<file path="config.mk">
export PLATFORM = sky130hd
export DESIGN_NAME = ppu_data_port
export DESIGN_NICKNAME = d
export VERILOG_FILES = /design/src/rtl/ppu_pkg.sv /design/src/rtl/ppu_addr_latch.sv /design/src/rtl/ppu_data_port.sv
export SDC_FILE = /design/constraint.sdc
export NUM_CORES = 1
export LEC_CHECK = 0
export CAP_MARGIN = 15
export CORE_AREA = 3 3 105 107
export CTS_BUF_LIST = sky130_fd_sc_hd__clkbuf_8
export CTS_CLUSTER_SIZE = 16
export DETAILED_ROUTE_END_ITERATION = 8
export DIE_AREA = 0 0 108 110
export HOLD_SLACK_MARGIN = 0.05
export RECOVER_POWER = 25
export SKIP_CTS_REPAIR_TIMING = 1
export SLEW_MARGIN = 20
export SYNTH_ARGS = -nofsm -noshare
export SYNTH_HDL_FRONTEND = slang
export SYNTH_SLANG_ARGS = --single-unit
</file>
<file path="constraint.sdc">
create_clock -name clk -period 2.19 [get_ports clk]
set_clock_uncertainty 0.15 [all_clocks]
set_input_delay 0.219 -clock clk [delete_from_list [all_inputs] [get_ports clk]]
set_output_delay 0.219 -clock clk [all_outputs]
set_load 0.005 [all_outputs]
</file>
<file path="src/rtl/ppu_pkg.sv">
// Shared constants and types for the PPU $2006/$2007 data port.
// Address width, palette base, increments, register indices, FSM states.
package ppu_pkg;

    localparam int ADDR_W = 14;

    localparam logic [13:0] PAL_BASE = 14'h3F00;
    localparam logic [13:0] INC1     = 14'd1;
    localparam logic [13:0] INC32    = 14'd32;

    // Clears v[12]: palette reads fetch the nametable byte underneath.
    localparam logic [13:0] NT_MASK  = 14'h2FFF;

    localparam logic [2:0] REG_PPUADDR = 3'd6;
    localparam logic [2:0] REG_PPUDATA = 3'd7;

    typedef enum logic [1:0] {
        IDLE,
        WR_WAIT,
        RD_WAIT
    } ppu_data_state_t;

endpackage

</file>
<file path="src/rtl/ppu_addr_latch.sv">
// PPU address latch: owns v, t and the write toggle w.
// Ports: addr_wr/wdata ($2006 write), status_read (clears w), inc/inc32
// (advance v), busy (defer v loads until inc), v (current address).
module ppu_addr_latch
    import ppu_pkg::*;
(
    input  logic              clk,
    input  logic              reset,
    input  logic              addr_wr,
    input  logic [7:0]        wdata,
    input  logic              status_read,
    input  logic              inc,
    input  logic              inc32,
    input  logic              busy,
    output logic [ADDR_W-1:0] v
);

    logic [13:0] v_q, v_d;
    logic [13:0] t_q, t_d;
    logic        w_q, w_d;
    logic        pend_q, pend_d;
    logic [13:0] pend_v_q, pend_v_d;
    logic [13:0] t_new;
    logic [13:0] step;

    assign v     = v_q;
    assign step  = inc32 ? INC32 : INC1;
    assign t_new = w_q ? {t_q[13:8], wdata}
                       : {wdata[5:0], t_q[7:0]};

    always_comb begin
        v_d      = v_q;
        t_d      = t_q;
        w_d      = w_q;
        pend_d   = pend_q;
        pend_v_d = pend_v_q;

        // A load parked during a transaction replaces the increment.
        if (inc) begin
            v_d    = pend_q ? pend_v_q : v_q + step;
            pend_d = 1'b0;
        end

        if (addr_wr) begin
            t_d = t_new;
            w_d = ~w_q;
            if (w_q) begin
                if (busy && !inc) begin
                    pend_d   = 1'b1;
                    pend_v_d = t_new;
                end else begin
                    v_d    = t_new;
                    pend_d = 1'b0;
                end
            end
        end

        // Applied after the $2006 write so w always ends cleared.
        if (status_read) begin
            w_d = 1'b0;
        end
    end

    always_ff @(posedge clk) begin
        if (reset) begin
            v_q      <= '0;
            t_q      <= '0;
            w_q      <= 1'b0;
            pend_q   <= 1'b0;
            pend_v_q <= '0;
        end else begin
            v_q      <= v_d;
            t_q      <= t_d;
            w_q      <= w_d;
            pend_q   <= pend_d;
            pend_v_q <= pend_v_d;
        end
    end

endmodule

</file>
<file path="src/rtl/ppu_data_port.sv">
// PPU $2006/$2007 engine: read buffer, palette port, VRAM req/ack FSM.
// Ports: CPU reg bus (reg_sel/cpu_*), status_read, inc32, busy,
// VRAM bus (vram_*), palette RAM port (pal_*).
// Optional macro PPU_DATA_OPEN_BUS_EN adds an open-bus latch.
module ppu_data_port
    import ppu_pkg::*;
(
    input  logic              clk,
    input  logic              reset,
    input  logic [2:0]        reg_sel,
    input  logic [7:0]        cpu_wdata,
    input  logic              cpu_write,
    input  logic              cpu_read,
    output logic [7:0]        cpu_rdata,
    input  logic              status_read,
    input  logic              inc32,
    output logic              busy,
    output logic [ADDR_W-1:0] vram_addr,
    output logic              vram_req,
    output logic              vram_we,
    output logic [7:0]        vram_wdata,
    input  logic              vram_ack,
    input  logic [7:0]        vram_rdata,
    output logic [4:0]        pal_addr,
    output logic [7:0]        pal_wdata,
    output logic              pal_write,
    input  logic [7:0]        pal_rdata
);

    ppu_data_state_t state_q, state_d;
    logic        req_q, req_d;
    logic        we_q, we_d;
    logic [7:0]  wdata_q, wdata_d;
    logic        pal_write_q, pal_write_d;
    logic [7:0]  pal_wdata_q, pal_wdata_d;
    logic [7:0]  rd_buf_q, rd_buf_d;
    logic [13:0] v;
    logic        is_pal;
    logic        data_wr;
    logic        data_rd;
    logic        addr_wr;
    logic        inc;
    logic [7:0]  open_bus;
    logic        unused_pal_hi;

    assign data_wr = cpu_write && (reg_sel == REG_PPUDATA);
    assign data_rd = cpu_read && (reg_sel == REG_PPUDATA);
    assign addr_wr = cpu_write && (reg_sel == REG_PPUADDR);
    assign is_pal  = (v >= PAL_BASE);
    assign busy    = (state_q != IDLE);
    assign inc     = pal_write_q || (busy && vram_ack);

    assign unused_pal_hi = ^pal_rdata[7:6];

    ppu_addr_latch u_addr (
        .clk         (clk),
        .reset       (reset),
        .addr_wr     (addr_wr),
        .wdata       (cpu_wdata),
        .status_read (status_read),
        .inc         (inc),
        .inc32       (inc32),
        .busy        (busy),
        .v           (v)
    );

`ifdef PPU_DATA_OPEN_BUS_EN
    logic [7:0] ob_q, ob_d;

    always_comb begin
        ob_d = ob_q;
        if (cpu_write) begin
            ob_d = cpu_wdata;
        end
    end

    always_ff @(posedge clk) begin
        if (reset) begin
            ob_q <= '0;
        end else begin
            ob_q <= ob_d;
        end
    end

    assign open_bus = ob_q;
`else
    assign open_bus = 8'h00;
`endif

    assign vram_addr  = (state_q == RD_WAIT && is_pal) ? (v & NT_MASK) : v;
    assign vram_req   = req_q;
    assign vram_we    = we_q;
    assign vram_wdata = wdata_q;
    assign pal_addr   = v[4:0];
    assign pal_wdata  = pal_wdata_q;
    assign pal_write  = pal_write_q;

    // Palette reads bypass the buffer only when a read can start.
    always_comb begin
        cpu_rdata = open_bus;
        if (reg_sel == REG_PPUDATA) begin
            if (!busy && is_pal) begin
                cpu_rdata = {open_bus[7:6], pal_rdata[5:0]};
            end else begin
                cpu_rdata = rd_buf_q;
            end
        end
    end

    always_comb begin
        state_d     = state_q;
        req_d       = req_q;
        we_d        = we_q;
        wdata_d     = wdata_q;
        pal_write_d = 1'b0;
        pal_wdata_d = pal_wdata_q;
        rd_buf_d    = rd_buf_q;
        unique case (state_q)
            IDLE: begin
                if (data_wr) begin
                    if (is_pal) begin
                        pal_write_d = 1'b1;
                        pal_wdata_d = cpu_wdata;
                    end else begin
                        req_d   = 1'b1;
                        we_d    = 1'b1;
                        wdata_d = cpu_wdata;
                        state_d = WR_WAIT;
                    end
                end else if (data_rd) begin
                    req_d   = 1'b1;
                    we_d    = 1'b0;
                    state_d = RD_WAIT;
                end
            end
            WR_WAIT: begin
                if (vram_ack) begin
                    req_d   = 1'b0;
                    we_d    = 1'b0;
                    state_d = IDLE;
                end
            end
            RD_WAIT: begin
                if (vram_ack) begin
                    req_d    = 1'b0;
                    rd_buf_d = vram_rdata;
                    state_d  = IDLE;
                end
            end
            default: state_d = IDLE;
        endcase
    end

    always_ff @(posedge clk) begin
        if (reset) begin
            state_q     <= IDLE;
            req_q       <= 1'b0;
            we_q        <= 1'b0;
            wdata_q     <= '0;
            pal_write_q <= 1'b0;
            pal_wdata_q <= '0;
            rd_buf_q    <= '0;
        end else begin
            state_q     <= state_d;
            req_q       <= req_d;
            we_q        <= we_d;
            wdata_q     <= wdata_d;
            pal_write_q <= pal_write_d;
            pal_wdata_q <= pal_wdata_d;
            rd_buf_q    <= rd_buf_d;
        end
    end

endmodule

</file>
After elaboration in Yosys (flattened, before gate mapping)
Cells that the tools add are included.
Widths: inputs -> output; s select.

storage, ports and cells
  flip-flop bits (word level) = 73
  input bits = 34
  output and inout port bits = 47
  word-level logic and storage cells = 78

cells by class
  add/subtract/negate cells = 1
  magnitude comparators = 1
  equal/unequal tests = 8
  mux-type cells = 28
  bitwise logic cells = 4
  reduce and logical (&&, ||, !) cells = 24

operators by type and width
  cell                  count
  $mux 14               6
  $mux 8                2
  $add 14x6->14         1
  $ge 14x14->1 const B  1
  $mux 13               1
  $reduce_and 3->1      4
  $mux 1                11
  $mux 2                4
  $reduce_and 4->1      2
  $logic_and 1x1->1     7
  $eq 3x3->1 const B    2
  $mux 6                1
  $ne 3x3->1 const B    2
  $reduce_bool 2->1     3
  $not 1->1             4
  $pmux 1 s2            2
  $pmux 2 s2            1
  $reduce_or 2->1       2
  $reduce_or 3->1       1
  $eq 2x1->1 const B    1
  $eq 2x2->1 const B    1
  $logic_not 1->1       2
  $logic_not 2->1       1
  $ne 2x1->1 const B    1
  3 further kinds       3

Longest topological paths before layout
Gate-level depths: netlist of run 1.

  depth in word-level cells = 8
  depth in mapped cells = 8
  depth with buffers taken out = 7

Modules after synthesis
A second synthesis of run 1 with hierarchy kept.

unflattened totals
  cell total of the unflattened synthesis = 419
  area, all modules = 3538.4 sq um

modules (own cells, without submodules)
  module          times used  cells each  area an instance (sq um)  sequential area each (sq um)
  ppu_addr_latch  1           260         2132.0                    760.7
  ppu_data_port   1           159         1406.3                    580.6

Worst setup path before layout of run 1
OpenSTA, ideal clock, no wires.

  kind = register to register
  from = reg state_q[0]
  to = reg u_addr.pend_v_q[11]
  setup time = 128 ps
  data arrival time = 1641 ps
  data required time = 1912 ps
  setup slack = 272 ps
  cell stages (with the launch flop) = 8
  buffers on the path = 1
  period minus slack after synthesis = 1918 ps
  cell sequence = dfxtp_1 inv_1 ha_1 or3_4 nor3_2 buf_4 mux2i_1 nor2_1

between the ends
  word-level cells in the longest chain between the ends = 6

RTL lines
  what                            RTL line              source
  from (decl)                     ppu_data_port.sv:30   ppu_data_state_t state_q, state_d;
  from (signal assigned)          ppu_data_port.sv:164  state_q <= state_d;
  $reduce_bool 2->1 (*)           ppu_data_port.sv:50   assign busy = (state_q != IDLE);
  $logic_and 1x1->1               ppu_data_port.sv:51   assign inc = pal_write_q || (busy && vram_ack);
  $logic_or 1x1->1                ppu_data_port.sv:51
  $logic_not 1->1                 ppu_addr_latch.sv:48  if (busy && !inc) begin
  $logic_and 1x1->1 (*)           ppu_addr_latch.sv:48
  $reduce_and 3->1 (no line) (*)  -
  to (signal assigned)            ppu_addr_latch.sv:76  pend_v_q <= pend_v_d;
  to (decl)                       ppu_addr_latch.sv:22  logic [13:0] pend_v_q, pend_v_d;

Mark *: on every way between the ends. The rest lies on a longest branch, timed or not.
A chain may end at the register's enable or synchronous reset.

Final worst setup path of run 1
  from = reg u_addr.v_q[13] (netlist: u_addr.v[13])
  to = out cpu_rdata[6]

between the ends
  word-level cells in the longest chain between the ends = 4

RTL lines
  what                    RTL line              source
  from (decl)             ppu_addr_latch.sv:18  logic [13:0] v_q, v_d;
  from (signal assigned)  ppu_addr_latch.sv:72  v_q <= v_d;
  $ge 14x14->1            ppu_data_port.sv:49   assign is_pal = (v >= PAL_BASE);
  $logic_and 1x1->1       ppu_data_port.sv:102  if (!busy && is_pal) begin
  $mux 8                  ppu_data_port.sv:102
  $mux 8                  ppu_data_port.sv:101  if (reg_sel == REG_PPUDATA) begin
  to (decl)               ppu_data_port.sv:14   output logic [7:0] cpu_rdata,

No other way between the ends.

==> results.tsv, run 1 <==
metric	value	unit
synth_ff_type	dfxtp_1	
arrival	1.69	ns
setup_slack	0.135	ns
antenna_left	0	
dr.pass1.iters	5	
nNetsFinal	527	
ctsLongestPathBuffers	2	
sw_frac_of_total	0.251	
r2r_slack	0.23	ns
power_density	561	nW/um2
grt_pass1_wl	16200	um
wl	10200	um
rr_endpoint	u_addr.pend_v_q[12]	
detail_route.iter0.violations	243	
coreArea	10200	um2
numCtsBuffers	9	
final_cell_mix	nor2_1 (63), dfxtp_1 (63), clkdlybuf4s50_1 (50)	
overflow	0	
cpPeakStageDelay	0.36	ns
tightestPinTransition	0.692	ns
htreeDepth	3	
clkPwrFrac	0.439	
place.gp.congestion	0.881	
num_vias	3288	
min_to	u_addr.pend_v_q[13]	
layout-drive-gt1-share	0.138	
p_leak	2.05	nW
finalCritPeriodShare	0.938	
n_fill_cell	970	
via_per_inst	5.24	
setup_viol	0	
drc	0	
fin_util	0.463	
die_h	110	um
rows	37	
intPower	0.00199	W
synth_edf_count	0	
final.min_clock_period	2.06	ns
cp-start-kind	flip-flop	
antenna_cells	0	
reg2reg_from	state_q[1]	
die_w	108	um
die_area	11900	um2
synthCells	407	
min_delay_path_depth	2	
area_growth	35.1	%
start_util	0.343	
post_synth_num_cell_types	58	
syn_avg_cell_area	8.62	um2
ir_worst_vdd	0.304	mV
pwr-share-seq	0.459	
path_class	flip-flop to output pin	
drv_cap	0	
port_buffers	78	
max-slew-margin-rel	0.537	
root_buffer	clkbuf_8	
end_kind	output pin	
rr_worst_depth	7	
status	complete, no violations	
min_path_type	input port to flip-flop	
fmax	487	MHz
switching_power	0.000668	W
cp_max_fo	6	
crit_chain	and4_4 -> nand3_1 -> buf_6 -> buf_4 -> and3_1 -> dlymetal6s2s_1	
finalInstanceArea	4740	um2
maxSlewViolCount	0	
synth_nets	448	
postSynth.asyncResetShare	0	
grt_max_degree	34	
insertion_delay	0.35	ns
ys_warn_count	0	
synth_area	3510	um2
grt_use_total	0.173	
synth-seq-cells	65	
dp_slack	-0.154	ns
io_pins	81	
clock-sinks	65	
power_frac_comb	0.102	
clkTransAtPathRegs	0.09	ns
cp.required	1.82	ns
min_from	reset	
hold_violations	0	
dpl_cell_area	4450	um2
grt_pass1_vias	3091	
yosysSeqAreaShare	0.371	
slowest_stage	dfxtp_1	
dpl.hpwl	7430	um
rsz0062_at_grt	no	
holdWs	0.236	ns
cts_tree	yes	
wire_per_inst	16.2	um
grt_antenna_before_repair	0	
-- sequential cells by signal, indices dropped and copies added (netlist names) --
signal / count
pal_wdata: 8
pal_write: 1
rd_buf_q: 8
state_q: 2
u_addr.pend_q: 1
u_addr.pend_v_q: 14
u_addr.t_q: 6
u_addr.v: 14
u_addr.w_q: 1
vram_req: 1
vram_wdata: 8
vram_we: 1
-- cells in the mapped netlist, drive strengths merged (7+ instances only) --
cell type  instances  share of area
dfxtp             65           0.37
nor3               7          0.013
mux2i             47           0.13
inv               10          0.011
nand2             24          0.026
nand3             17          0.027
a21oi             15          0.021
clkbuf            15          0.016
buf               31          0.060
nor2              63          0.068
nand2b             9          0.016
o21ai             12          0.017
ha                 7          0.025
-- worst max-delay path by stage --
stage / start / end / slack (ns) / cells past startpoint
3_5_place_dp: inc32 / u_addr.v[12] / -0.15 / 7
5_1_grt: u_addr.v[13] / cpu_rdata[4] / 0.02 / 7
3_3_place_gp: inc32 / u_addr.v[11] / -0.09 / 6
6_report: u_addr.v[13] / cpu_rdata[6] / 0.13 / 6
2_1_floorplan: state_q[0] / u_addr.pend_v_q[11] / 0.27 / 7
4_1_cts: state_q[0] / cpu_rdata[4] / -0.31 / 7
-- critical path, delay by kind of cell (launching register included) --
kind                   cells  cell delay, ns
AND/OR/NAND/NOR            3            0.52
buffers and inverters      3            0.46
flip-flops                 1            0.36
-- logic make-up (layout without fill, tap and decap cells) --
logic type                 Yosys count  after routing  share of synthesized area
AOI/OAI and AO/OA                   81             81                      0.167
adders and majority gates            7              7                     0.0250
buffers and inverters               56            140                     0.0870
DFF                                 65             65                      0.371
muxes                               47             47                      0.134
and+or+nand+nor                    151            151                      0.216
-- metal layers --
layer,global-route usage,vias up,routed length [um]
met5,0,-,0
met4,0.0433,0,64
met3,0.0344,4,662
met1,0.242,1525,4730
li1,-,1618,-
met2,0.274,141,4730
-- power by group through the flow --
stage / combinational [W] / sequential, W / clock [W]
2_1_floorplan: 0.000125 / 0.00125 / 0
3_3_place_gp: 0.000270 / 0.00125 / 0
3_5_place_dp: 0.000272 / 0.00125 / 0
4_1_cts: 0.000273 / 0.00122 / 0.00119
5_1_grt: 0.000300 / 0.00122 / 0.00125
6_report: 0.000273 / 0.00122 / 0.00117
-- metrics by stage --
step | setup TNS, ns | instances | power (W)
floorplan | 0 | 407 | 0.00137
finish | 0 | 627 | 0.00266
CTS | -2.27 | 622 | 0.00269
global placement | -0.319 | 606 | 0.00152
detailed placement | -0.648 | 606 | 0.00152
global route | 0 | 627 | 0.00277
-- cell type report --
class | count | area, um2 | area share
Clock inverter | 7 | 100 | 0.0211
Inverter | 10 | 37.5 | 0.00792
Sequential cell | 65 | 1300 | 0.275
Clock buffer | 9 | 124 | 0.0261
Multi-Input combinational cell | 286 | 1920 | 0.404
Tap cell | 136 | 170 | 0.0359
Timing Repair Buffer | 114 | 1090 | 0.230
Note: power is estimated with default switching activity, not from simulation.
==> run 2, diff against run 1 <==
--- a/config.mk
+++ b/config.mk
@@ -12,6 +12,7 @@
 export DETAILED_ROUTE_END_ITERATION = 8
 export DIE_AREA = 0 0 108 110
 export HOLD_SLACK_MARGIN = 0.05
+export PLACE_DENSITY = 0.55
 export RECOVER_POWER = 25
 export SKIP_CTS_REPAIR_TIMING = 1
 export SLEW_MARGIN = 20
==> run 2 against run 1 <==
Effect of this change:
- sequential share of layout area down 0.44 points
- flip-flop and latch count unchanged
- global-route usage up 0.27 points
- non-clock buffer count up 12
- via count up 0.33%
- register-to-register slack worse by 0.04 ns
- fmax up 0.93%
- wire length up 0.93%
- core utilization up 0.76 points
==> results.tsv, run 2 (synthesis gave the netlist of run 1 again) <==
metric	value	unit	change
die_w	108	um	unchanged
intPower	0.00189	W	-5.2%
wire_per_inst	16.1	um	-0.96%
path_class	flip-flop to output pin		
crit_chain	and4_4 -> nand3_1 -> buf_6 -> buf_4 -> mux2i_2 -> nor2_1 -> dlymetal6s2s_1		
start_util	0.343		unchanged
final_cell_mix	dfxtp_1 (63), nor2_1 (62), clkdlybuf4s50_1 (55)		
slowest_stage	dfxtp_2		
die_h	110	um	unchanged
arrival	1.67	ns	-0.02 ns
cp_max_fo	8		+2
min_path_type	input port to flip-flop		
rsz0062_at_grt	no		
num_vias	3299		+0.33%
rows	37		unchanged
grt_antenna_before_repair	0		unchanged
antenna_left	0		unchanged
setup_viol	0		unchanged
root_buffer	clkbuf_8		
sw_frac_of_total	0.261		+0.0101
maxSlewViolCount	0		unchanged
dr.pass1.iters	4		-1
grt_max_degree	33		-2.9%
clock-sinks	65		unchanged
cp-start-kind	flip-flop		
numCtsBuffers	9		unchanged
io_pins	81		unchanged
dpl.hpwl	7730	um	+4.1%
coreArea	10200	um2	unchanged
grt_pass1_vias	3107		+0.52%
htreeDepth	3		unchanged
end_kind	output pin		
cpPeakStageDelay	0.35	ns	about the same
overflow	0		unchanged
max-slew-margin-rel	0.550		+0.0133
final_common_cell	dfxtp_1		
final.min_clock_period	2.04	ns	-0.0189 ns
holdWs	0.260	ns	+0.0237 ns
layout-drive-gt1-share	0.159		+0.0206
grt_pass1_wl	16400	um	+0.76%
ir_worst_vdd	0.288	mV	-5.3%
insertion_delay	0.34	ns	about the same
finalInstanceArea	4820	um2	+1.6%
pwr-share-seq	0.477		+0.018
dpl_cell_area	4530	um2	+1.8%
hold_violations	0		unchanged
p_leak	2.07	nW	+1.2%
clkTransAtPathRegs	0.08	ns	about the same
cts_tree	yes		
ctsLongestPathBuffers	2		unchanged
clkPwrFrac	0.413		-0.026
wl	10300	um	+0.93%
drc	0		unchanged
die_area	11900	um2	unchanged
detail_route.iter0.violations	219		-9.9%
nNetsFinal	539		+2.3%
place.gp.congestion	0.837		-5.0%
area_growth	37.3	%	
fmax	491	MHz	+0.93%
status	complete, no violations		
switching_power	0.000668	W	about the same
tightestPinTransition	0.675	ns	-0.0174 ns
cp.required	1.82	ns	about the same
grt_use_total	0.176		+0.00266
via_per_inst	5.16		-1.5%
port_buffers	78		unchanged
power_frac_comb	0.110		+0.008
power_density	531	nW/um2	-5.5%
drv_cap	0		unchanged
finalCritPeriodShare	0.930		-0.00864
antenna_cells	0		unchanged
[run 2: cell count changes in the layout (fill, tap and decap cells not counted), moves of 2 or more]
cell	delta
buf_4	+10
clkdlybuf4s50_1	+5
dlygate4sd3_1	-5
clkinvlp_4	-2
[run 2: final cells by class]
type                    count  area (um2)
clock inverters             7        77.6
repair buffers            126        1190
well taps                 136         170
clock buffers               9         124
inverters                  10        37.5
flip-flops and latches     65        1300
multi-input cells         286        1920
fillers                  1014        5410
[run 2: power groups by stage]
stage	clock, W	combinational, W	sequential [W]
2_1_floorplan	0	0.000125	0.00125
6_report	0.00106	0.000282	0.00122
3_5_place_dp	0	0.000281	0.00125
4_1_cts	0.00109	0.000283	0.00122
3_3_place_gp	0	0.000280	0.00125
5_1_grt	0.00115	0.000309	0.00122
[run 2: per-layer routing]
| metal | vias to the layer above | track usage | wire (um) |
|---|---|---|---|
| li1 | 1638 | - | - |
| met1 | 1580 | 0.256 | 5130 |
| met2 | 68 | 0.264 | 4590 |
| met3 | 13 | 0.0344 | 415 |
| met4 | 0 | 0.0478 | 143 |
| met5 | - | 0 | 0 |
[run 2: worst max-delay path, delay by kind of cell (launching register included)]
family,cells,cell delay (ns)
flops,1,0.35
buf+inv,3,0.43
simple gates,3,0.40
mux,1,0.15
[run 2: worst paths after layout]
path / from / endpoint / slack, ns / cells past startpoint
max: u_addr.v[13] / cpu_rdata[5] / 0.15 / 7
max reg2reg: state_q[0] / u_addr.v[12] / 0.19 / 8
min reg2reg: rd_buf_q[7] / rd_buf_q[7] / 0.30 / 2
min: reset / u_addr.pend_v_q[10] / 0.26 / 2
[run 2: through the flow]
step / total power [W] / setup TNS (ns) / std cells / util / setup WS [ns]
5_1_grt: 0.00268 / 0 / 639 / 0.471 / 0.0256
6_report: 0.00256 / 0 / 639 / 0.471 / 0.154
3_5_place_dp: 0.00153 / -0.602 / 615 / 0.442 / -0.124
3_3_place_gp: 0.00153 / -0.258 / 615 / 0.442 / -0.0823
4_1_cts: 0.00259 / -2.14 / 631 / 0.462 / -0.282
2_1_floorplan: 0.00137 / 0 / 407 / - / 0.272
